<file path="src/rtl/node_state_mgr.sv">
// node_state_mgr: per-node cluster state keeper.
// Tracks sink distance, cluster-head role, TDMA slot, Q-value and a
// low-energy flag, sequenced by an IDLE/SETUP/COMM/RECL state machine.
// Optional feature macro: SOS_RECLUSTER_EN (SOS in COMM forces re-clustering
// via RECL; without it an HB in COMM re-enters SETUP directly).
// Packet interface: en_MNI is a one-cycle valid strobe with no ready; the
// node always consumes the packet on the rising edge where en_MNI is high,
// and the payload fields are don't-care while it is low.
module node_state_mgr #(
  parameter int                WORD_W       = 16,
  parameter logic [WORD_W-1:0] NODE_ID      = 'h000C,
  parameter int                LOCK_TIMEOUT = 1024,
  parameter int                E_HYST       = 16
) (
  input  logic              clk,
  input  logic              rst,
  input  logic              en_MNI,
  input  logic [2:0]        fPktType,
  input  logic [WORD_W-1:0] hops,
  input  logic [WORD_W-1:0] ch_ID,
  input  logic [WORD_W-1:0] timeslot,
  input  logic [WORD_W-1:0] e_threshold,
  input  logic [WORD_W-1:0] energy,
  input  logic [WORD_W-1:0] q_in,
  input  logic              q_valid,
  output logic [WORD_W-1:0] myNodeID,
  output logic [WORD_W-1:0] hopsFromSink,
  output logic [WORD_W-1:0] myQValue,
  output logic [WORD_W-1:0] myTimeslot,
  output logic              role,
  output logic              low_E,
  output logic              hb_accept,
  output logic [1:0]        node_state
);

  localparam logic [2:0] PKT_HB   = 3'b000;
  localparam logic [2:0] PKT_CHE  = 3'b001;
  localparam logic [2:0] PKT_TS   = 3'b100;
  localparam logic [2:0] PKT_DATA = 3'b101;

  // Last lock-timer value before SETUP gives up and falls back to IDLE.
  localparam logic [15:0] LOCK_LAST = 16'(LOCK_TIMEOUT - 1);

  typedef enum logic [1:0] {
    S_IDLE  = 2'b00,
    S_SETUP = 2'b01,
    S_COMM  = 2'b10,
    S_RECL  = 2'b11
  } state_t;

  state_t              state_q, state_d;
  logic [15:0]         lock_cnt;
  logic [WORD_W-1:0]   thr_q;
  logic [WORD_W:0]     thr_sum;
  logic [WORD_W-1:0]   thr_hi;
  logic                is_hb, is_che, is_ts, is_data;
  logic                hb_take, che_hit, ts_take, lock_expire;

  assign is_hb   = en_MNI && (fPktType == PKT_HB);
  assign is_che  = en_MNI && (fPktType == PKT_CHE);
  assign is_ts   = en_MNI && (fPktType == PKT_TS);
  assign is_data = en_MNI && (fPktType == PKT_DATA);

`ifdef SOS_RECLUSTER_EN
  localparam logic [2:0] PKT_SOS = 3'b110;
  logic is_sos;
  assign is_sos = en_MNI && (fPktType == PKT_SOS);
`endif

  assign myNodeID   = NODE_ID;
  assign node_state = state_q;

  // Upper release bound for low_E, saturated at the all-ones word.
  assign thr_sum = {1'b0, thr_q} + (WORD_W + 1)'(E_HYST);
  assign thr_hi  = thr_sum[WORD_W] ? '1 : thr_sum[WORD_W-1:0];

  // Next-state and per-cycle register enables from the decoded packet.
  always_comb begin
    state_d     = state_q;
    hb_take     = 1'b0;
    che_hit     = 1'b0;
    ts_take     = 1'b0;
    lock_expire = 1'b0;
    case (state_q)
      S_IDLE: begin
        if (is_hb) begin
          hb_take = 1'b1;
          state_d = S_SETUP;
        end
      end
      S_SETUP: begin
        if (is_che && (ch_ID == NODE_ID)) che_hit = 1'b1;
        if (is_ts) ts_take = 1'b1;
        // DATA on the terminal-count cycle still wins over the timeout.
        if (is_data) begin
          state_d = S_COMM;
        end else if (lock_cnt == LOCK_LAST) begin
          lock_expire = 1'b1;
          state_d     = S_IDLE;
        end
      end
      S_COMM: begin
        if (is_ts) ts_take = 1'b1;
`ifdef SOS_RECLUSTER_EN
        if (is_sos) state_d = S_RECL;
`else
        if (is_hb) begin
          hb_take = 1'b1;
          state_d = S_SETUP;
        end
`endif
      end
      default: begin
`ifdef SOS_RECLUSTER_EN
        if (is_hb) begin
          hb_take = 1'b1;
          state_d = S_SETUP;
        end
`else
        // RECL cannot be entered in this build; recover to IDLE if seen.
        state_d = S_IDLE;
`endif
      end
    endcase
  end

  // State register and SETUP lock timer (zero outside SETUP and on entry).
  always_ff @(posedge clk) begin
    if (rst) begin
      state_q  <= S_IDLE;
      lock_cnt <= '0;
    end else begin
      state_q  <= state_d;
      lock_cnt <= ((state_q == S_SETUP) && (state_d == S_SETUP)) ? lock_cnt + 16'd1 : '0;
    end
  end

  // Node information captured from HB, CHE and TS packets.
  always_ff @(posedge clk) begin
    if (rst) begin
      hopsFromSink <= '0;
      thr_q        <= '0;
      role         <= 1'b0;
      myTimeslot   <= '0;
      hb_accept    <= 1'b0;
    end else begin
      hb_accept <= hb_take;
      if (hb_take) begin
        hopsFromSink <= hops;
        thr_q        <= e_threshold;
        role         <= 1'b0;
        myTimeslot   <= '0;
      end else begin
        if (che_hit)     role       <= 1'b1;
        if (lock_expire) role       <= 1'b0;
        if (ts_take)     myTimeslot <= timeslot;
      end
    end
  end

  // Q-value load, independent of state and packet traffic.
  always_ff @(posedge clk) begin
    if (rst) begin
      myQValue <= '0;
    end else if (q_valid) begin
      myQValue <= q_in;
    end
  end

  // Low-energy flag with hysteresis between threshold and threshold+E_HYST.
  always_ff @(posedge clk) begin
    if (rst) begin
      low_E <= 1'b0;
    end else if (energy < thr_q) begin
      low_E <= 1'b1;
    end else if (energy >= thr_hi) begin
      low_E <= 1'b0;
    end
  end

endmodule

</file>
<file path="config.mk">
export PLATFORM = sky130hd
export DESIGN_NAME = node_state_mgr
export DESIGN_NICKNAME = d
export VERILOG_FILES = /design/src/rtl/node_state_mgr.sv
export SDC_FILE = /design/constraint.sdc
export NUM_CORES = 1
export LEC_CHECK = 0
export ABC_CLOCK_PERIOD_IN_PS = 3800
export CAP_MARGIN = 10
export CORE_MARGIN = 4
export CORE_UTILIZATION = 44
export DETAILED_ROUTE_END_ITERATION = 7
export GPL_TIMING_DRIVEN = 0
export HOLD_SLACK_MARGIN = 0.12
export PLACE_DENSITY = 0.81
export SLEW_MARGIN = 20
export SYNTH_ARGS = -nofsm -noshare
export SYNTH_HDL_FRONTEND = slang
export SYNTH_SLANG_ARGS = --single-unit
</file>
<file path="constraint.sdc">
create_clock -name clk -period 3.8 [get_ports clk]
set_clock_uncertainty 0.2 [all_clocks]
set_input_delay 0.76 -clock clk [delete_from_list [all_inputs] [get_ports clk]]
set_output_delay 0.76 -clock clk [all_outputs]
set_load 0.005 [all_outputs]
</file>
# Word level (Yosys, flattened, before mapping)
# Index checks and enable logic that the tools add are counted.
[word_totals] mem_bits_rw=0 register_bits=85 romBits=0 mem_count=0 latch_bits=0 input_bits=103 out_inout_bits=69
[op_classes] magnitude_cmp=2 div=0 n_mux=16 n_addsub=2 n_reduce_logical=14 n_mul=0 n_shift=0 n_eq_ne=8 bitwise_logic=1
[op_table] cell="$add A16 B5 Y17 const B" n=1
[op_table] cell="$add A16 B1 Y16 const B" n=1
[op_table] cell="$eq A16 B10 Y1 const B" n=1
[op_table] cell="$eq A16 B4 Y1 const B" n=1
[op_table] cell="$ge A16 B16 Y1" n=1
[op_table] cell="$lt A16 B16 Y1" n=1
[op_table] cell="$mux W16" n=1
[op_table] cell="$mux W1" n=11
[op_table] cell="$reduce_or A2 Y1" n=4
[op_table] cell="$eq A3 B3 Y1 const B" n=2
[op_table] cell="$logic_and A1 B1 Y1" n=6
[op_table] cell="$mux W2" n=3
[op_table] cell="$eq A2 B1 Y1 const B" n=2
[op_table] cell="$pmux W2 S2" n=1
[op_table] cell="$eq A3 B1 Y1 const B" n=1
[op_table] cell="$logic_not A3 Y1" n=1
[op_table] cell="$reduce_or A3 Y1" n=1
[op_table] cell="$eq A2 B2 Y1 const B" n=1
[op_table] cell="$logic_not A2 Y1" n=1
[op_table] cell="$reduce_bool A2 Y1" n=1
[op_table] cell="$not A1 Y1" n=1

# Logic depth before layout (Yosys ltp)
# Gate-level depths: netlist (run 1).
[depth] ltp_word=8 ltp_mapped=12

# Worst setup path after synthesis (run 1)
# Ideal clock, no wire load.
[synth_timing] path_kind="register -> register" start="register thr_q[5]" end="register low_E" path_stages_with_launch=13 t_arrival_ps=2291 n_path_buf=1 t_required_ps=3459 period_less_slack_ps=2632 setup_slack_ps=1168 path_cell_list="dfxtp_1 > ha_1 > and3_1 > nand3_1 > nor2_1 > buf_2 > nor2_1 > ha_1 > nand3_1 > nor3_1 > nand4_1 > o211ai_1 > o311ai_0"
[synth_between] elab_chain_cells=4 elab_cells_between_ends=6 classes_between="add/sub (1); order compare (2); mux (2); reduce/logical (1)"
[synth_rtl] item="start, declared" line="53" text="logic [WORD_W-1:0] thr_q;"
[synth_rtl] item="start signal, assigned" line="150" text="thr_q <= e_threshold;"
[synth_rtl] item="$add A16 B5 Y17" line="74" text="assign thr_sum = {1'b0, thr_q} + (WORD_W + 1)'(E_HYST);"
[synth_rtl] item="$mux W16" line="75" text="assign thr_hi = thr_sum[WORD_W] ? '1 : thr_sum[WORD_W-1:0];"
[synth_rtl] item="$ge A16 B16 Y1" line="176" text="end else if (energy >= thr_hi) begin"
[synth_rtl] item="$reduce_bool A2 Y1 (no source line)"
[synth_rtl] item="end signal, assigned" line="173" text="low_E <= 1'b0;"
[synth_rtl] item="end signal, assigned" line="175" text="low_E <= 1'b1;"
[synth_rtl] item="end signal, assigned" line="177" text="low_E <= 1'b0;"
[synth_rtl] item="end, declared" line="31" text="output logic low_E,"
# Several ways; a longest one is shown, not always the timed one.
# A chain may end at the register's enable or synchronous reset.

# Worst setup path in the final report (run 1)
[layout_timing] start="register thr_q[4]" end="register low_E"
# Same word-level chain as after synthesis.

==> reports/metrics.cfg, run 1 <==
[global_route]
grt_max_degree=16
first_global_vias=4227
antenna_found_initial=0
gr-total-overflow=0
grt_pass1_wl_mm=19.23
track_usage=0.2060

[worst_setup_path]
cp.required_ps=3810
cpPeakStageDelay_ps=450
critical_path.cell_chain=ha_1 -> and3_1 -> nand3_1 -> nor2_1 -> buf_2 -> nor2_1 -> ha_1 -> nand3_1 -> nor3_1 -> nand4_1 -> o211ai_1 -> o311ai_0
worstSetupPathType=flop to flop
start_kind=flop
critPathCaptureType=flop
cp_max_fo=10
cp_slowest_cell=dfxtp_1
cp.arrival_ps=3350

[route]
wl_mm=12.06
dr.pass1.iters=4
wl_met2_mm=6.161
postRouteAntennaNets=0
top_layer=met4
wl_met1_mm=4.598
wl_met3_mm=1.104
drcViolationCount=0
drt_iter0_drc=111
num_vias=4223
wl_per_cell_um=14.11
vias_per_cell=4.939

[finish]
instances_no_fill=855
regArea_um2=1702
fillers=854
fin_nets=857
postLayoutCoreUtil=0.6539
final_layout_size_suffix_gt1_frac=0.06925
multi_input_area_um2=2467
antenna_cells=0
area_delta_synth_final_pct=44.62

[clocking]
clk_pin_slew_ps=80
htree_levels=3
cts-resized-gates=0
cts_hold_buf=0
cts_setup_buffers=0
cts_made_buffers=9
clk_latency_ps=350
clock-sinks=85
cts_root_buf=clkbuf_8
tritoncts=yes
clock_path_buffers=2

[synth]
ys_ff_latch=85
synthArstFlopShare=0
synth_edf_count=0
ys.flop_type=dfxtp_1
syn_inst=540
synth_cell_types=51
ys_seq_area_frac=0.3851
syn_area_um2=4419
synth.avg_cell_area_um2=8.184
yosys_warnings=0

[floorplan]
rows=36
core_area_um2=9774
die_h_um=108.2
initial_core_util=0.4521
io_pins=172
die_area_um2=11710
die_w_um=108.2

[power_and_ir_drop]
p_int_w=0.001478
p_per_area_nw_per_um2=301.7
switching_share=0.2334
clockPowerShare=0.375
comb_power_share=0.147
power_frac_seq=0.478
vdd_drop_max_uv=210.3
leakage_nw=2.364
p_switching_w=0.0004500

[timing]
final.period_utilization=0.8791
hold_ws_ps=246.7
fmax_mhz=299.4
final.setup.tns_ps=0
tightest_slew_ps=507.7
rsz0062_at_grt=no
slew-limit-headroom=0.6615
setup_viol=0
hold_viol=0
slew_violations=0
fin_crit_ps=3340

[run]
maxCapViolCount=0

[placed_design]
gp_congestion=0.8352
io_buffers=152
hpwl_mm=9.933
dp_cells=839

[status]
status=finished clean

[hold_path]
min_path_type=flop to flop

worst max-delay path, delay by kind of cell (launching register included):
kind	cells	cell delay, ps
adder cells (fa/ha/maj)	2	560
AO/OA/AOI/OAI	2	350
AND/OR/NAND/NOR	7	1330
buffers and inverters	1	290
flip-flops	1	450
placed cells by master, fill, tap and decap left out, drive strengths merged, types with 3 or more instances in the layout:
cell type	synthesis	routed
a21oi	56	56
and3	4	4
buf	25	25
clkbuf	14	24
clkdlybuf4s50	0	152
conb	2	16
dfxtp	85	85
ha	37	37
inv	19	20
mux2i	18	18
nand2	116	116
nand2b	4	4
nand3	14	14
nand3b	3	3
nand4	9	9
nor2	62	62
nor3	10	10
nor4	4	4
o21ai	9	9
xnor2	12	12
xor2	8	8
metrics by stage:
| step | setup slack (ps) | total power, W | area [um^2] |
|---|---|---|---|
| after CTS | 475.9 | 0.001945 | 6391 |
| after global routing | 261.6 | 0.002009 | 6391 |
| after detailed placement | 499.0 | 0.001226 | 6160 |
| after global placement | 526.0 | 0.001217 | 6160 |
| after floorplan | 1168 | 0.001056 | 4472 |
| final | 459.6 | 0.001928 | 6391 |
power groups by stage:
stage          sequential (W)  clock (W)  combinational, W
2_1_floorplan        0.000942          0          0.000114
3_3_place_gp         0.000942          0          0.000276
3_5_place_dp         0.000943          0          0.000283
4_1_cts              0.000922   0.000739          0.000285
5_1_grt              0.000925   0.000774          0.000311
6_report             0.000922   0.000723          0.000283
routing by layer:
metal | vias up | global-route usage
li1 | 2145 | -
met1 | 1918 | 0.2202
met2 | 146 | 0.3774
met3 | 14 | 0.07642
met4 | 0 | 0.06041
met5 | - | 0
state kept, by name, indices dropped and copies added (netlist names):
name          flops
low_E             1
thr_q            16
hb_accept         1
role              1
hopsFromSink     16
myTimeslot       16
myQValue         16
lock_cnt         16
node_state        2
cell type report:
type | instances | area share
Sequential cell | 85 | 0.2662
Timing Repair Buffer | 152 | 0.2381
Tap cell | 133 | 0.02604
Clock buffer | 10 | 0.02153
Buffer | 39 | 0.03622
Multi-Input combinational cell | 411 | 0.3861
Inverter | 19 | 0.01116
Clock inverter | 6 | 0.01468
final timing paths:
path | cells after the start | from | slack (ps) | to
worst max register to register | 12 | thr_q[4] | 460 | low_E
worst max-delay path | 12 | thr_q[4] | 460 | low_E
worst min-delay path | 1 | lock_cnt[0] | 250 | lock_cnt[0]
worst min register to register | 1 | lock_cnt[0] | 250 | lock_cnt[0]
synthesized netlist by cell type (all sizes together), types with 3 or more instances:
cell	count	share of area
nor2	62	0.053
nor4	4	0.0091
nand2b	4	0.0057
nand3b	3	0.0051
ha	37	0.10
xor2	8	0.016
clkbuf	14	0.012
dfxtp	85	0.39
mux2i	18	0.041
buf	25	0.040
nand2	116	0.099
a21oi	56	0.063
nor3	10	0.014
and3	4	0.0057
nand3	14	0.016
nand4	9	0.016
xnor2	12	0.024
inv	19	0.016
o21ai	9	0.010
cell families after synthesis:
logic type                 synth area share
AOI/OAI and AO/OA                    0.1050
xor gates and xnor gates            0.03964
adders and majority gates            0.1048
buffers and inverters               0.06851
DFF                                  0.3851
muxes                               0.04077
other                              0.001699
and+or+nand+nor                      0.2545
No activity file was read; power rests on OpenSTA's default activity.
==> run 2, diff against run 1 <==
Settings changed: CORE_ASPECT_RATIO from default to 1.25, CORE_MARGIN 4 to 1.
==> reports/metrics.cfg, run 2 (same netlist as run 1, synthesis figures left out) <==
[finish]
fillers=814
final_cell_mix=clkdlybuf4s50_1, nand2_1, dfxtp_1, nor2_1, a21oi_1
final_layout_size_suffix_gt1_frac=0.06787
multi_input_area_um2=2467
regArea_um2=1702
stdcell_area_um2=6427
antenna_cells=0
area_delta_synth_final_pct=45.44
layout_commonest_cell=clkdlybuf4s50_1
fin_nets=857

[timing]
slew-limit-headroom=0.6404
final.period_utilization=0.8844
fin_crit_ps=3361
final.setup.tns_ps=0
setup_viol=0
layout_setup_ws_ps=439.3
rsz0062_at_grt=no
tightest_slew_ps=539.4
hold_viol=0
slew_violations=0
fmax_mhz=297.6

[clocking]
tritoncts=yes
cts_made_buffers=9
cts_root_buf=clkbuf_16
cts_setup_buffers=0
clock_path_buffers=2
cts-resized-gates=0
htree_levels=3
clk_latency_ps=340
clock-sinks=85
clk_pin_slew_ps=60
cts_hold_buf=0

[global_route]
grt_max_degree=16
track_usage=0.2349
first_global_vias=4350
antenna_found_initial=0
gr-total-overflow=0
grt_pass1_wl_mm=19.60

[floorplan]
die_w_um=91.64
core_area_um2=9709
rows=40
die_area_um2=10450
io_pins=172
die_h_um=114.1
initial_core_util=0.4552

[placed_design]
io_buffers=152
pre_cts_slack_ps=492.0
gp_congestion=0.9685
placed_area_um2=6151
hpwl_mm=9.424

[power_and_ir_drop]
p_per_area_nw_per_um2=315.2
leakage_nw=2.378
p_total_w=0.002026
vdd_drop_max_uv=235.5

[worst_setup_path]
cp_max_fo=10
cpPeakStageDelay_ps=440
cp_num_buf_inv=1
critical_path.cell_chain=ha_1 -> and3_1 -> nand3_1 -> nor2_1 -> buf_2 -> nor2_1 -> ha_1 -> nand3_1 -> nor3_1 -> nand4_1 -> o211ai_1 -> o311ai_0
cp_top_family=simple AND/OR/NAND/NOR gates
start_kind=flop
worstSetupPathType=flop to flop
cp.arrival_ps=3360
cp.required_ps=3790
critPathCaptureType=flop
cp_slowest_cell=dfxtp_1

[run]
maxCapViolCount=0

[route]
wl_mm=11.85
wl_per_cell_um=13.97
vias_per_cell=5.050
num_vias=4282
drt_iter0_drc=180
dr.pass1.iters=4
postRouteAntennaNets=0
drcViolationCount=0

[status]
status=finished clean

[hold_path]
min_path_type=flop to flop

==> run 2: metal layers <==
layer	wire [um]	track usage
met5	0	0
met4	250	0.09101
met1	4493	0.2549
met3	905	0.06707
met2	6199	0.4296
==> run 2: per-stage QoR <==
step	util	cells	hold slack [ps]
floorplan	-	554	211.8
global placement	0.6335	832	220.9
detailed placement	0.6335	832	233.2
CTS	0.6620	848	247.6
global route	0.6620	848	273.3
finish	0.6620	848	247.7
==> run 2: worst paths after layout <==
path,from,endpoint,slack (ps),cells past startpoint
setup / recovery,thr_q[5],low_E,440,12
setup reg to reg,thr_q[5],low_E,440,12
hold / removal,lock_cnt[0],lock_cnt[0],250,1
hold reg to reg,lock_cnt[0],lock_cnt[0],250,1
==> run 2: power breakdown <==
part / internal (W) / total (W) / switching [W]
Combinational: 0.000176 / 0.000285 / 0.000109
Sequential: 0.000910 / 0.000924 / 0.0000133
Clock: 0.000449 / 0.000817 / 0.000369
Total: 0.00153 / 0.00203 / 0.000491
==> run 2: worst register-to-register path, cell delays in order, from the launching register on <==
cell,delay [ps]
dfxtp_1,440
ha_1,280
and3_1,300
nand3_1,100
nor2_1,330
buf_2,300
nor2_1,80
ha_1,270
nand3_1,100
nor3_1,320
nand4_1,160
o211ai_1,190
o311ai_0,150
==> run 2: final cells by class <==
type                            count  area share
Multi-Input combinational cell    411      0.3839
Clock buffer                       10     0.03562
Timing Repair Buffer              152      0.2367
Buffer                             39     0.03601
Tap cell                          126     0.02453
Clock inverter                      6    0.007397
Sequential cell                    85      0.2647
Inverter                           19     0.01110
==> run 3, diff against run 2 <==
Settings changed: ABC_CLOCK_PERIOD_IN_PS 3800 to 2900, CORE_UTILIZATION 44 to 40, PLACE_DENSITY 0.81 to 0.77.
Clock period 3.8 ns to 2.9 ns, I/O delays scaled along.
==> reports/metrics.cfg, run 3 (same netlist as run 1, synthesis figures left out) <==
[status]
status=finished clean

[global_route]
gr-total-overflow=0
first_global_vias=4318
grt_max_degree=16
track_usage=0.2120
antenna_found_initial=0
grt_pass1_wl_mm=18.95

[timing]
fmax_mhz=352.0
final.period_utilization=0.9795
setup_viol=0
hold_viol=0
tightest_slew_ps=508.6
slew_violations=0
fin_crit_ps=2841
slew-limit-headroom=0.6579
hold_ws_ps=251.1

[finish]
area_delta_synth_final_pct=49.43
fin_nets=862
instances_no_fill=858
layout_commonest_cell=clkdlybuf4s50_1
final_cell_mix=clkdlybuf4s50_1, nand2_1, dfxtp_1, nor2_1, a21oi_1
final_layout_size_suffix_gt1_frac=0.09642
antenna_cells=0

[worst_setup_path]
cp_num_buf_inv=1
reg2regPathDepth=12
cp.required_ps=2900
start_kind=flop
reg2reg_from=thr_q[9]
cp.arrival_ps=2840
cpPeakStageDelay_ps=360
cp_max_fo=5
worstSetupPathType=flop to flop
ff2ff_setup_slack_ps=60
timing.rr.end=low_E
cp_slowest_cell=dfxtp_2
cp_top_family=simple AND/OR/NAND/NOR gates
critPathCaptureType=flop
critical_path.cell_chain=and4_4 -> and3_4 -> nand3_2 -> nor2_4 -> buf_2 -> nor2_1 -> ha_1 -> nand2_1 -> nor3_2 -> nand4_1 -> o211ai_1 -> o311ai_0
startpoint=thr_q[9]

[power_and_ir_drop]
leakage_nw=2.438
p_per_area_nw_per_um2=427.0
vdd_drop_max_uv=351.1

[route]
wl_per_cell_um=13.94
drt_iter0_drc=130
drcViolationCount=0
postRouteAntennaNets=0
vias_per_cell=5.001
num_vias=4291
wl_mm=11.96
dr.pass1.iters=4

[hold_path]
hold-path-cell-count=2
min_path_type=flop to flop
whs_endpoint=myTimeslot[9]
hold_start=myTimeslot[9]

[floorplan]
die_h_um=119.5
io_pins=172
rows=42
core_area_um2=10670
die_area_um2=11480
initial_core_util=0.4143
die_w_um=96.02

[placed_design]
dp_cells=838
hpwl_mm=9.474
io_buffers=152
gp_congestion=0.8337

[clocking]
clock-sinks=85
cts_root_buf=clkbuf_16
tritoncts=yes
clk_latency_ps=330
clk_pin_slew_ps=70
cts_hold_buf=0
htree_levels=3
cts_made_buffers=9
clock_path_buffers=2

[run]
maxCapViolCount=0

-- run 3: worst reg2reg max path, delay by kind of cell, from the launching register on --
family | cells | cell delay [ps]
buffers and inverters | 1 | 200
flip-flops | 1 | 360
AND/OR/NAND/NOR | 8 | 1290
AO/OA/AOI/OAI | 2 | 390
adder cells (fa/ha/maj) | 1 | 270
-- run 3: report_power, final --
group	internal, W	total, W	switching [W]
Sequential	0.00119	0.00121	0.0000175
Combinational	0.000234	0.000379	0.000146
Clock	0.000760	0.00123	0.000472
Total	0.00218	0.00282	0.000635
-- run 3: layout make-up --
cell class | count | area, um^2
multi-input cells | 411 | 2537
fillers | 918 | 4064
inverters | 19 | 71.32
flip-flops and latches | 85 | 1714
repair buffers | 157 | 1556
well taps | 132 | 165.2
clock buffers | 9 | 225.2
plain buffers | 39 | 237.7
clock inverters | 6 | 96.34
-- run 3: stage by stage --
step | TNS [ps] | setup WS [ps] | cell area, um^2 | power, W | util
after floorplan | 0 | 267.6 | 4472 | 0.001384 | -
after global routing | -40.51 | -40.51 | 6604 | 0.002941 | 0.6190
after detailed placement | -500.7 | -500.7 | 6158 | 0.001607 | 0.5773
after CTS | 0 | 2.341 | 6521 | 0.002842 | 0.6113
final | 0 | 59.36 | 6604 | 0.002820 | 0.6190
after global placement | -446.8 | -446.8 | 6158 | 0.001597 | 0.5773
-- run 3: worst max-delay path by stage --
stage	end	depth (start not counted)
final	low_E	12
after global routing	low_E	12
after CTS	low_E	11
after detailed placement	low_E	12
after floorplan	low_E	12
after global placement	low_E	12
-- run 3: layer usage --
metal,routed length [um],track usage,part of all wire,vias to the layer above
met1,4593,0.2274,0.38,1963
met2,6259,0.3728,0.52,153
met4,301,0.1045,0.025,0
li1,-,-,-,2154
met3,805,0.05830,0.067,21
met5,0,0,0,-
-- run 3: repair_timing --
action / in CTS / in global routing
setup endpoints to repair: 1 / 1
pin swaps: 2 / 7
setup buffers: 1 / 3
resized for setup: 12 / 13
gates cloned: 0 / 1
